`src/rtl/sram_rdata_ctrl.sv`:
```
// Read-return path of the SRAM subsystem: captures a read command, waits the SRAM read
// latency, then merges the selected bank's byte outputs into one registered 32-bit word.
//
// state | meaning
// IDLE  | no read outstanding, accepting requests
// WAIT  | read latency counting down, rd_busy high
// DONE  | response cycle (rd_valid), back-to-back request accepted
module sram_rdata_ctrl #(
  parameter int unsigned RD_LAT     = 1,
  parameter bit          LANE_ALIGN = 1'b0
) (
  input  logic        hclk,
  input  logic        hreset,
  input  logic        rd_req,
  input  logic        bank_sel,
  input  logic [3:0]  bank0_csn,
  input  logic [3:0]  bank1_csn,
  input  logic [7:0]  sram_q0,
  input  logic [7:0]  sram_q1,
  input  logic [7:0]  sram_q2,
  input  logic [7:0]  sram_q3,
  input  logic [7:0]  sram_q4,
  input  logic [7:0]  sram_q5,
  input  logic [7:0]  sram_q6,
  input  logic [7:0]  sram_q7,
  output logic [31:0] hrdata,
  output logic        rd_valid,
  output logic        rd_err,
  output logic        rd_busy
);

  typedef enum logic [1:0] {
    IDLE = 2'd0,
    WAIT = 2'd1,
    DONE = 2'd2
  } state_t;

  localparam logic [1:0] CNT_LOAD = 2'(RD_LAT - 1);

  state_t      state_q, state_d;
  logic [1:0]  cnt_q, cnt_d;
  logic [3:0]  csn_q, csn_d;
  logic        bank_q, bank_d;
  logic [31:0] hrdata_q, hrdata_d;
  logic        rd_err_q, rd_err_d;

  logic [3:0]  csn_act;
  logic        req_ok;
  logic [31:0] bytes_sel;
  logic [31:0] merged;
  logic        legal;

  assign csn_act   = bank_sel ? bank0_csn : bank1_csn;
  assign req_ok    = rd_req && (csn_act != 4'b1111);
  // Only the captured bank steers the merge; live bank_sel is ignored during WAIT.
  assign bytes_sel = bank_q ? {sram_q3, sram_q2, sram_q1, sram_q0}
                            : {sram_q7, sram_q6, sram_q5, sram_q4};

  always_comb begin
    merged = '0;
    legal  = 1'b1;
    case (csn_q)
      4'b1110: merged = {24'h0, bytes_sel[7:0]};
      4'b1101: merged = LANE_ALIGN ? {16'h0, bytes_sel[15:8], 8'h0}  : {24'h0, bytes_sel[15:8]};
      4'b1011: merged = LANE_ALIGN ? {8'h0, bytes_sel[23:16], 16'h0} : {24'h0, bytes_sel[23:16]};
      4'b0111: merged = LANE_ALIGN ? {bytes_sel[31:24], 24'h0}       : {24'h0, bytes_sel[31:24]};
      4'b1100: merged = {16'h0, bytes_sel[15:0]};
      4'b0011: merged = LANE_ALIGN ? {bytes_sel[31:16], 16'h0}       : {16'h0, bytes_sel[31:16]};
      4'b0000: merged = bytes_sel;
      default: legal  = 1'b0;
    endcase
  end

  always_comb begin
    state_d  = state_q;
    cnt_d    = cnt_q;
    csn_d    = csn_q;
    bank_d   = bank_q;
    hrdata_d = hrdata_q;
    rd_err_d = rd_err_q;
    case (state_q)
      IDLE, DONE: begin
        if (req_ok) begin
          state_d = WAIT;
          cnt_d   = CNT_LOAD;
          csn_d   = csn_act;
          bank_d  = bank_sel;
        end else begin
          state_d = IDLE;
        end
      end
      WAIT: begin
        if (cnt_q != 2'd0) begin
          cnt_d = cnt_q - 2'd1;
        end else begin
          hrdata_d = merged;
          rd_err_d = ~legal;
          state_d  = DONE;
        end
      end
      default: state_d = IDLE;
    endcase
  end

  always_ff @(posedge hclk) begin
    if (hreset) begin
      state_q  <= IDLE;
      cnt_q    <= 2'd0;
      csn_q    <= 4'd0;
      bank_q   <= 1'b0;
      hrdata_q <= 32'd0;
      rd_err_q <= 1'b0;
    end else begin
      state_q  <= state_d;
      cnt_q    <= cnt_d;
      csn_q    <= csn_d;
      bank_q   <= bank_d;
      hrdata_q <= hrdata_d;
      rd_err_q <= rd_err_d;
    end
  end

  assign hrdata   = hrdata_q;
  assign rd_err   = rd_err_q;
  assign rd_valid = (state_q == DONE);
  assign rd_busy  = (state_q == WAIT);

endmodule

```
`config.mk`:
```
export PLATFORM = sky130hd
export DESIGN_NAME = sram_rdata_ctrl
export DESIGN_NICKNAME = d
export VERILOG_FILES = /design/src/rtl/sram_rdata_ctrl.sv
export SDC_FILE = /design/constraint.sdc
export NUM_CORES = 1
export LEC_CHECK = 0
export ABC_AREA = 1
export CAP_MARGIN = 5
export CORE_ASPECT_RATIO = 1.5
export CORE_MARGIN = 1
export CORE_UTILIZATION = 42
export CTS_CLUSTER_DIAMETER = 80
export DETAILED_ROUTE_END_ITERATION = 10
export PLACE_DENSITY = 0.81
export SETUP_SLACK_MARGIN = 0.02
export SYNTH_ARGS = -nofsm -noshare
export SYNTH_HDL_FRONTEND = slang
export SYNTH_SLANG_ARGS = --single-unit
```
`constraint.sdc`:
```
create_clock -name hclk -period 1.8 [get_ports hclk]
set_input_delay 0.54 -clock hclk [delete_from_list [all_inputs] [get_ports hclk]]
set_output_delay 0.54 -clock hclk [all_outputs]
set_load 0.01 [all_outputs]
```
* After elaboration in Yosys (flattened, before gate mapping)
Index checks and enable logic that the tools add are counted.
** Operators by class
- Add/subtract/negate cells :: 1
- Equality and inequality tests :: 12
- Muxes and demuxes :: 10
- Bitwise gates (word level) :: 2
- Reduce and logical (&&, ||, !) cells :: 10
** Operator list (number)
- one-hot mux 32 bit (7 select lines) :: 1
- 2-to-1 mux 32 bit :: 1
- equality test 4 bit (second input constant) :: 4
- one-hot mux 2 bit (2 select lines) :: 2
- OR reduction 7 bit :: 1
- 2-to-1 mux 2 bit :: 3
- equality test 4 x 2 -> 1 bit (second input constant) :: 1
- equality test 4 x 3 -> 1 bit (second input constant) :: 1
- zero test 4 bit :: 1
- 2-to-1 mux 4 bit :: 1
- inequality test 2 bit (second input constant) :: 2
- inequality test 4 bit (second input constant) :: 1
- AND reduction 2 bit :: 2
- nonzero test 2 bit :: 2
- AND reduction 3 bit :: 1
- equality test 2 x 1 -> 1 bit (second input constant) :: 1
- equality test 2 bit (second input constant) :: 1
- zero test 2 bit :: 1
- 2-to-1 mux 1 bit :: 2
- inequality test 2 x 1 -> 1 bit (second input constant) :: 1
- NOT 1 bit :: 2
- OR reduction 2 bit :: 1
- subtractor 2 x 1 -> 2 bit (second input constant) :: 1
- logical AND 1 bit :: 1
** Word-level totals
- Flip-flop bits (word level) :: 42
- Output and inout bits :: 35

* Depth between registers and ports, before layout
Gate-level depths: netlist (run 1).
- Depth in word-level cells :: 5
- Depth in mapped cells :: 9
- Depth with buffers taken out :: 9

* Worst setup path before layout (run 1)
No wires, ideal clock.
- Path kind :: reg-to-reg
- From :: reg cnt_q[0]
- To :: reg hrdata_q[4], in the netlist hrdata[4]
- Library setup time :: 74 ps
- Arrival time :: 1204 ps
- Slack :: 522 ps
- Stages on the path, launching flop included :: 7
- Period minus slack after synthesis :: 1278 ps
- Path through :: dfxtp_1 inv_1 ha_1 nand2_4 clkbuf_1 a21oi_1 a31oi_1
** On the way
- Cells in the longest elaborated chain, start to end :: 3
** RTL lines
- from (decl) :: RTL line 41 : logic [1:0] cnt_q, cnt_d;
- from (signal assigned) :: RTL line 115 : cnt_q <= cnt_d;
- nonzero test 2 bit :: RTL line 93 : if (cnt_q != 2'd0) begin
- NOT 1 bit (no line)
- AND reduction 2 bit (no line)
- to (signal assigned) :: RTL line 118 : hrdata_q <= hrdata_d;
- to (decl) :: RTL line 44 : logic [31:0] hrdata_q, hrdata_d;
No other way between the ends.
A chain may end at the register's enable or synchronous reset.

* Worst setup path after layout (run 1)
- From :: reg hrdata_q[6], in the netlist hrdata[6]
- To :: out hrdata[6]
** RTL lines
- to (decl) :: RTL line 26 : output logic [31:0] hrdata,
No word-level cell between the ends.

==> summary.md, run 1 <==
| Metric | Value |
|---|---|
| Endpoint class of the critical path | `primary output` |
| Hold crit path type | `register to register` |
| Cells along the critical path | `clkdlybuf4s50_1` |
| R2R depth | `6` |
| H-tree Lvls | `2` |
| Reg-to-Reg Start | `cnt_q[0]` |
| Share of cells above drive strength 1 | `7.24%` |
| DR iter-0 viols | `115` |
| Cells after synthesis | `383` |
| Vias/cell | `5.02` |
| Area leader, netlist | `dfxtp_1` |
| Crit start category | `register` |
| Mapped cell area | `0.00240 sq mm` |
| Worst reg2reg path endpoint | `hrdata[0]` |
| Maximum clock rate | `576 MHz` |
| Most frequent cell after synthesis | `nand2_1` |
| PortBufs | `110` |
| Sw Share | `31.2%` |
| CP max-delay cell | `clkdlybuf4s50_1` |
| Min-delay src | `hrdata[10]` |
| Core footprint | `0.00549 sq mm` |
| Antenna-violating nets left | `0` |
| Yosys cell types | `30` |
| CP Class | `register to primary output` |
| Post-synthesis sequential element count | `42` |
| Status | `completed` |
| Seq/Total Area, Yosys | `35.0%` |
| Worst Hold End | `hrdata[10]` |
| Initial antenna violation count | `1` |
| CTS Buf Count | `5` |
| Crit Path Max Fanout | `2` |
| Final GP Congestion | `0.928` |
| Die H | `94.6 microns` |
| Clk_lat worst skew | `0.29 ns` |
| Clock network power share | `24.6%` |
| Clock sink count | `42` |
| Fin crit period | `1.73 ns` |
| Clk root buf | `clkbuf_8` |
| Sequential Power Share | `44.1%` |
| Fin crit share | `96.4%` |
| Largest net degree at the start of global routing | `29` |
| Dpl hpwl | `5930 microns` |
| Num rows | `33` |
| First-pass GRT wire length | `12,300 microns` |
| Top cell type's share of synthesized area | `35.0%` |
| CP top delay family | `buffers and inverters` |
| P_sw | `0.729 mW` |
| Synth top cells by count | `198 x nand2_1, 42 x dfxtp_1, 39 x a21oi_1` |
| Max stage delay on crit path | `0.57 ns` |
| YS warnings | `0` |
| Tot GR Track Use | `26.6%` |
| Worst slew pin tran | `0.418 ns` |
| Grt ovf | `0` |
| DRT Pass-1 Iters | `4` |
| Internal power | `1.61 mW` |
| Final Routed Wirelength | `7540 microns` |
| Worst Hold Depth | `2` |
| DRC viols | `0` |
| Vias in the first global route | `2,814` |
| Worst clock skew | `0.0105 ns` |
| Final Hold Viols | `0` |
| Register-to-Register Setup Slack | `0.30 ns` |
| Mean Syn Cell Area | `6.27 sq um` |
| Nets | `574` |
| Top_reg_cell synth | `dfxtp_1` |
| Top cells by area, synth | `dfxtp_1 35%, nand2_1 31%, a21oi_1 8.1%` |
| Placed Cells incl. Taps | `560` |
| Combinational share of power | `31.3%` |
| Worst EP required | `1.26 ns` |
| Initial core utilization | `43.7%` |
| RSZ-0062 raised after global routing | `false` |
| Post-synth ARST share | `0%` |
| Slew headroom | `72.1%` |
| WP data arrival | `1.19 ns` |
| Leakage | `1.62 nW` |
| Via count | `2,849` |
| Setup_tns | `0 ns` |
| Area of the die | `0.00603 sq mm` |
| Synth-to-Final Area Change | `53.0%` |
| Post-synth EDFFs | `0` |
| PwrDens | `635 mW/mm^2` |
| Buf/Inv on CP | `1` |
| IO Count | `111` |
| Die Wd | `63.7 microns` |
| WHS | `0.463 ns` |
| Post-synth net total | `460` |
| VDD IR-drop max | `529 uV` |
| Final cell count without fillers | `568` |
| Clock tree buffer depth | `2` |
| Slew Limit Fails | `0` |
| Maxcap violations | `0` |
| Final setup violating endpoints | `0` |
| Clock Pin Slew Worst Setup and Hold Paths | `0.07 ns` |
| CTS tree | `built` |
| DR WL/cell | `13.3 microns` |
[state kept, by name (all words and copies together) (netlist names)]
| signal | flops |
|---|---|
| cnt_q | 2 |
| csn_q | 4 |
| state_q | 2 |
| rd_err | 1 |
| bank_q | 1 |
| hrdata | 32 |
[layer usage]
layer	GRT usage (%)	up-vias	wire (microns)
met1	26.1	1249	2870
met3	5.31	24	440
met5	0	-	0
met4	15.7	0	340
li1	-	1452	-
met2	50.5	124	3890
[power groups by stage]
stage	clock [mW]	combinational, mW	sequential [mW]
floorplan	0	0.363	1.06
global placement	0	0.718	1.05
detailed placement	0	0.730	1.05
CTS	0.577	0.732	1.03
global route	0.619	0.806	1.03
finish	0.574	0.730	1.03
[layout by cell type (no fill, tap or decap), drive strengths merged, types with 2 or more instances in the layout]
cell           instances
inv                   23
nand2                201
a31oi                  7
nor2                  17
o21ai                 11
dlygate4sd2            2
a21oi                 39
nor3                   2
clkbuf                 7
buf                   14
dfxtp                 42
a22oi                  7
clkdlybuf4s50        107
nand3                 14
[layout make-up]
| type | instances | area (sq um) |
|---|---|---|
| Fill cell | 518 | 1820 |
| Tap cell | 70 | 87.6 |
| Clock buffer | 7 | 76.3 |
| Multi-Input combinational cell | 301 | 1370 |
| Inverter | 23 | 88.8 |
| Timing Repair Buffer | 124 | 1210 |
| Sequential cell | 42 | 843 |
| Antenna cell | 1 | 2.50 |
[tightest hold or removal path, delay by kind of cell (launching register included)]
| kind | cells | cell delay [ns] |
|---|---|---|
| compound gates | 1 | 0.06 |
| flops | 1 | 0.31 |
| simple gates | 1 | 0.05 |
[worst max path at each step]
stage	slack, ns	to	cells after the start	startpoint
after floorplan	0.52	state_q[1]	3	hreset
final	0.07	hrdata[6]	1	hrdata[6]
after CTS	0.06	hrdata[6]	1	hrdata[6]
after detailed placement	-0.09	cnt_q[1]	10	bank_sel
after global placement	-0.04	cnt_q[1]	10	bank_sel
after global routing	0.03	hrdata[3]	1	hrdata[3]
[cells by family (layout without fill, tap and decap cells)]
kind of cell / after synthesis / after routing / synth area share (%)
AND/OR/NAND/NOR: 235 / 235 / 41.6
AO/OA/AOI/OAI: 65 / 65 / 14.9
flip-flops: 42 / 42 / 35.0
buffers and inverters: 40 / 154 / 7.97
adder cells (fa/ha/maj): 1 / 1 / 0.521
other: 0 / 1 / 0
[stage by stage]
stage	power (mW)	cell area (sq um)	util [%]	setup WS (ns)
2_1_floorplan	1.42	2400	-	0.522
3_3_place_gp	1.77	3590	65.4	-0.0368
3_5_place_dp	1.78	3590	65.4	-0.0891
4_1_cts	2.34	3670	66.8	0.0649
5_1_grt	2.46	3670	66.9	0.0307
6_report	2.33	3670	66.9	0.0651
[timing repair]
item / 4_1_cts / 5_1_grt
hold buffers: 0 / 0
endpoints found under the setup margin: 2 / 1
gates resized for setup: 4 / 1
buffers inserted: 0 / 0
(Power assumes the default switching activity.)
==> run 2: changes to the inputs <==
--- a/config.mk
+++ b/config.mk
@@ -9,10 +9,10 @@
 export CAP_MARGIN = 5
 export CORE_ASPECT_RATIO = 1.5
 export CORE_MARGIN = 1
-export CORE_UTILIZATION = 42
+export CORE_UTILIZATION = 38
 export CTS_CLUSTER_DIAMETER = 80
 export DETAILED_ROUTE_END_ITERATION = 10
-export PLACE_DENSITY = 0.81
+export PLACE_DENSITY = 0.78
 export SETUP_SLACK_MARGIN = 0.02
 export SYNTH_ARGS = -nofsm -noshare
 export SYNTH_HDL_FRONTEND = slang
==> constraint.sdc (replaced) <==
create_clock -name hclk -period 1.53 [get_ports hclk]
set_input_delay 0.459 -clock hclk [delete_from_list [all_inputs] [get_ports hclk]]
set_output_delay 0.459 -clock hclk [all_outputs]
set_load 0.01 [all_outputs]
==> summary.md, run 2 (same netlist as run 1, synthesis figures left out) <==
| Metric | Value |
|---|---|
| Fin crit period | `1.49 ns` |
| Clock sink count | `42` |
| Internal power | `1.94 mW` |
| DR iter-0 viols | `151` |
| Nets | `581` |
| PortBufs | `110` |
| Final setup violating endpoints | `0` |
| Final Routed Wirelength | `7880 microns` |
| Clk_lat worst skew | `0.31 ns` |
| P_sw | `0.918 mW` |
| Maxcap violations | `0` |
| Dpl hpwl | `6000 microns` |
| Final GP Congestion | `0.852` |
| Clock tree buffer depth | `2` |
| Most common cell after layout, fill and taps aside | `nand2_1` |
| Crit start category | `primary input` |
| Slew Limit Fails | `0` |
| Worst slew pin tran | `0.457 ns` |
| CTS tree | `built` |
| Antenna-violating nets left | `0` |
| DRC viols | `0` |
| Sw Share | `32.1%` |
| Max stage delay on crit path | `0.46 ns` |
| VDD IR-drop max | `432 uV` |
| Vias in the first global route | `2,640` |
| Sequential Power Share | `42.3%` |
| Final cell count without fillers | `579` |
| CP Class | `primary input to register` |
| WHS | `0.461 ns` |
| Clk root buf | `clkbuf_8` |
| Largest register FFs | `32` |
| Largest net degree at the start of global routing | `34` |
| Placed Cells incl. Taps | `566` |
| IO Count | `111` |
| Endpoint class of the critical path | `register` |
| Hold crit path type | `register to register` |
| CP top delay family | `buffers and inverters` |
| Slew headroom | `69.5%` |
| Num rows | `35` |
| Maximum clock rate | `673 MHz` |
| CTS Buf Count | `5` |
| Status | `completed` |
| Initial antenna violation count | `0` |
| Leakage | `1.82 nW` |
| Final Hold Viols | `0` |
| Hold Buf Count CTS | `0` |
| Initial core utilization | `39.2%` |
| Clock Pin Slew Worst Setup and Hold Paths | `0.09 ns` |
| Share of cells above drive strength 1 | `10.7%` |
| Tot GR Track Use | `24.0%` |
| Worst EP required | `1.75 ns` |
| Diode count | `0` |
| Area of the die | `0.00665 sq mm` |
| Via count | `2,874` |
| DRT Pass-1 Iters | `4` |
| Commonest cells after routing, fill and taps aside | `196 x nand2_1, 74 x clkdlybuf4s50_1, 39 x dfxtp_1` |
| H-tree Lvls | `2` |
| CP max-delay cell | `clkdlybuf4s50_1` |
| PwrDens | `758 mW/mm^2` |
| Buf/Inv on CP | `3` |
| DR WL/cell | `13.6 microns` |
| Die H | `99.4 microns` |
| Synth-to-Final Area Change | `56.9%` |
| Clock network power share | `26.9%` |
| Cells along the critical path | `clkdlybuf4s50_1, inv_1, nor2_1, buf_4, nand3_1, a21oi_1` |
| Crit Path Max Fanout | `5` |
| WP data arrival | `1.71 ns` |
| Fill count | `603` |
| Worst clock skew | `0.0121 ns` |
| First-pass GRT wire length | `12,000 microns` |
| Core footprint | `0.00613 sq mm` |
| Vias/cell | `4.96` |
| Setup_tns | `0 ns` |
| Die Wd | `66.9 microns` |
| Fin crit share | `97.1%` |
| Grt ovf | `0` |
| Combinational share of power | `30.8%` |
## run 2: stage by stage
step | total power [mW] | instance area (sq um) | util (%) | worst slack (ns)
final | 2.86 | 3770 | 61.4 | 0.0447
after global routing | 2.99 | 3770 | 61.4 | -0.0358
after CTS | 2.82 | 3700 | 60.4 | 0.0309
after detailed placement | 2.11 | 3650 | 59.5 | -0.287
after global placement | 2.10 | 3650 | 59.5 | -0.217
after floorplan | 1.67 | 2400 | - | 0.252
## run 2: path summary, 6_finish.rpt
path	from	to	slack, ns	cells past startpoint
max	rd_req	bank_q	0.04	6
min	hrdata[23]	hrdata[23]	0.46	2
max reg2reg	csn_q[1]	hrdata[1]	0.13	6
min reg2reg	hrdata[23]	hrdata[23]	0.46	2
## run 2: repair_timing
item,CTS,global route
pin swaps,0,4
gates cloned,0,1
endpoints found under the setup margin,35,16
setup buffers,0,4
gates resized for setup,42,11
## run 2: layer usage
| metal | routed length, microns | part of all wire, % | global-route usage, % |
|---|---|---|---|
| met1 | 2950 | 37 | 24.4 |
| met2 | 4180 | 53 | 45.1 |
| met3 | 532 | 6.7 | 4.47 |
| met4 | 228 | 2.9 | 11.3 |
| met5 | 0 | 0 | 0 |
## run 2: power by group through the flow
stage          Clock (mW)  Sequential, mW  Combinational, mW
2_1_floorplan           0            1.24              0.427
3_3_place_gp            0            1.23              0.866
3_5_place_dp            0            1.23              0.879
4_1_cts             0.763            1.21              0.849
5_1_grt             0.809            1.22              0.965
6_report            0.768            1.21              0.879
## run 2: layout make-up
| type | instances | area [sq um] | area share [%] |
|---|---|---|---|
| multi-input cells | 302 | 1390 | 37.0 |
| clock inverters | 2 | 12.5 | 0.332 |
| clock buffers | 6 | 82.6 | 2.19 |
| repair buffers | 130 | 1250 | 33.1 |
| flip-flops and latches | 42 | 847 | 22.5 |
| inverters | 23 | 91.3 | 2.43 |
| well taps | 74 | 92.6 | 2.46 |
## run 2: tightest hold or removal path, cell delays in order (launching register included)
cell,delay (ns)
dfxtp_1,0.32
nand2_1,0.06
a21oi_1,0.05
==> run 3: changes to the inputs <==
--- a/config.mk
+++ b/config.mk
@@ -12,6 +12,7 @@
 export CORE_UTILIZATION = 38
 export CTS_CLUSTER_DIAMETER = 80
 export DETAILED_ROUTE_END_ITERATION = 10
+export GPL_TIMING_DRIVEN = 0
 export PLACE_DENSITY = 0.78
 export SETUP_SLACK_MARGIN = 0.02
 export SYNTH_ARGS = -nofsm -noshare
==> summary.md, run 3 (same netlist as run 1, synthesis figures left out) <==
| Metric | Value |
|---|---|
| Vias in the first global route | `2,660` |
| Largest net degree at the start of global routing | `18` |
| Core Util, Final | `61.1%` |
| Clk root buf | `clkbuf_8` |
| Clk_lat worst skew | `0.30 ns` |
| Placed Cells incl. Taps | `567` |
| Num rows | `35` |
| Worst EP required | `1.07 ns` |
| Hold Buf Count CTS | `0` |
| Synth-to-Final Area Change | `56.0%` |
| WP data arrival | `1.01 ns` |
| CTS tree | `built` |
| Worst clock skew | `0.00762 ns` |
| Nets | `581` |
| Clock Pin Slew Worst Setup and Hold Paths | `0.08 ns` |
| Clock tree buffer depth | `2` |
| Post-DP Area | `0.00359 sq mm` |
| Grt ovf | `0` |
| Initial core utilization | `39.2%` |
| Sw Share | `28.5%` |
| Fin crit share | `96.0%` |
| Worst slew pin tran | `0.411 ns` |
| Fill count | `557` |
| DRT Pass-1 Iters | `7` |
| Fin crit period | `1.47 ns` |
| Critical path launch point | `state_q[0]` |
| Hold crit path type | `register to register` |
| Most common cell after layout, fill and taps aside | `nand2_1` |
| Final cell count without fillers | `579` |
| CTS Buf Count | `5` |
| PortBufs | `110` |
| RSZ-0062 raised after global routing | `true` |
| Combinational share of power | `27.4%` |
| Min-delay src | `hrdata[13]` |
| VDD IR-drop max | `548 uV` |
| Crit start category | `register` |
| Maximum clock rate | `681 MHz` |
| Internal power | `2.25 mW` |
| Final Routed Wirelength | `7790 microns` |
| Dpl hpwl | `6200 microns` |
| Maxcap violations | `0` |
| Slew Limit Fails | `0` |
| Core footprint | `0.00613 sq mm` |
| Tot GR Track Use | `24.4%` |
| Status | `completed` |
| Reg-to-Reg Start | `csn_q[1]` |
| Die Wd | `66.9 microns` |
| Via count | `2,846` |
| IO Count | `111` |
| Worst reg2reg path endpoint | `hrdata[5]` |
| H-tree Lvls | `2` |
| Slew headroom | `72.5%` |
| Endpoint class of the critical path | `primary output` |
| Register-to-Register Setup Slack | `0.14 ns` |
| Final Hold Viols | `0` |
| Vias/cell | `4.92` |
| Commonest cells after routing, fill and taps aside | `197 x nand2_1, 74 x clkdlybuf4s50_1, 40 x dfxtp_1` |
| Antenna-violating nets left | `0` |
| Crit path to | `rd_busy` |
| Leakage | `1.82 nW` |
| Sequential Power Share | `38.0%` |
| Largest register FFs | `32` |
| Crit Path Max Fanout | `4` |
| Design Area, Final | `0.00375 sq mm` |
| DR WL/cell | `13.5 microns` |
| Initial antenna violation count | `0` |
| CP Class | `register to primary output` |
| Final GP Congestion | `0.896` |
| Clock sink count | `42` |
| P_sw | `0.899 mW` |
| Final setup violating endpoints | `0` |
| Clock network power share | `34.6%` |
| Die H | `99.4 microns` |
| DRC viols | `0` |
| Share of cells above drive strength 1 | `9.90%` |
| Diode count | `0` |
| R2R depth | `4` |
| Area of the die | `0.00665 sq mm` |
| First-pass GRT wire length | `12,200 microns` |
| Total power draw | `3.15 mW` |
| WHS | `0.465 ns` |
| DR iter-0 viols | `105` |
| PwrDens | `841 mW/mm^2` |
[run 3: changes by cell type in the layout (fill, tap and decap cells not counted), moves of 2 or more]
cell / delta
nand2_2: -2
clkbuf_4: +3
buf_12: -3
buf_2: +8
bufinv_16: +2
clkbuf_2: +2
buf_6: +2
buf_4: -11
[run 3: final cells by class]
class	count	area [sq um]	share of cell area, %
sequential	42	846	22.6
multi-input combinational	301	1380	36.8
timing repair buffer	115	1090	29.0
clock buffer	6	82.6	2.20
clock inverter	2	60.1	1.60
tap	74	92.6	2.47
inverter	23	88.8	2.37
buffer	16	111	2.97
[run 3: worst min path at each step]
stage               slack, ns         end  cells after the start
global placement         0.45  hrdata[25]                      2
CTS                      0.46  hrdata[24]                      2
global route             0.48  hrdata[21]                      2
floorplan                0.46    cnt_q[0]                      2
detailed placement       0.45  hrdata[24]                      2
finish                   0.47  hrdata[13]                      2
[run 3: per-layer routing]
metal	GRT usage, %	vias to the layer above	wire (microns)	part of all wire [%]
li1	-	1456	-	-
met1	25.5	1244	2970	38
met2	44.6	121	3960	51
met3	5.28	25	530	6.8
met4	11.1	0	322	4.1
met5	0	-	0	0
[run 3: stage by stage]
step	TNS [ns]	setup WS (ns)
after global routing	0	0.0126
after detailed placement	-10.40	-0.459
final	0	0.0611
after floorplan	0	0.252
after global placement	-9.83	-0.452
after CTS	0	0.0280
[run 3: what timing repair did]
action / in CTS / in global routing
pin swaps: 0 / 1
endpoints found under the setup margin: 59 / 29
buffers inserted: 0 / 5
resized for setup: 47 / 10
[run 3: power by group through the flow]
stage | clock network, mW | registers [mW] | logic [mW]
after floorplan | 0 | 1.24 | 0.427
after global placement | 0 | 1.22 | 0.855
after detailed placement | 0 | 1.23 | 0.868
after CTS | 1.10 | 1.20 | 0.838
after global routing | 1.15 | 1.20 | 0.948
final | 1.09 | 1.20 | 0.863
[run 3: worst max-delay path, stage by stage (launching register included)]
cell	delay [ns]
dfxtp_2	0.37
inv_2	0.06
nor2_4	0.13
buf_2	0.15
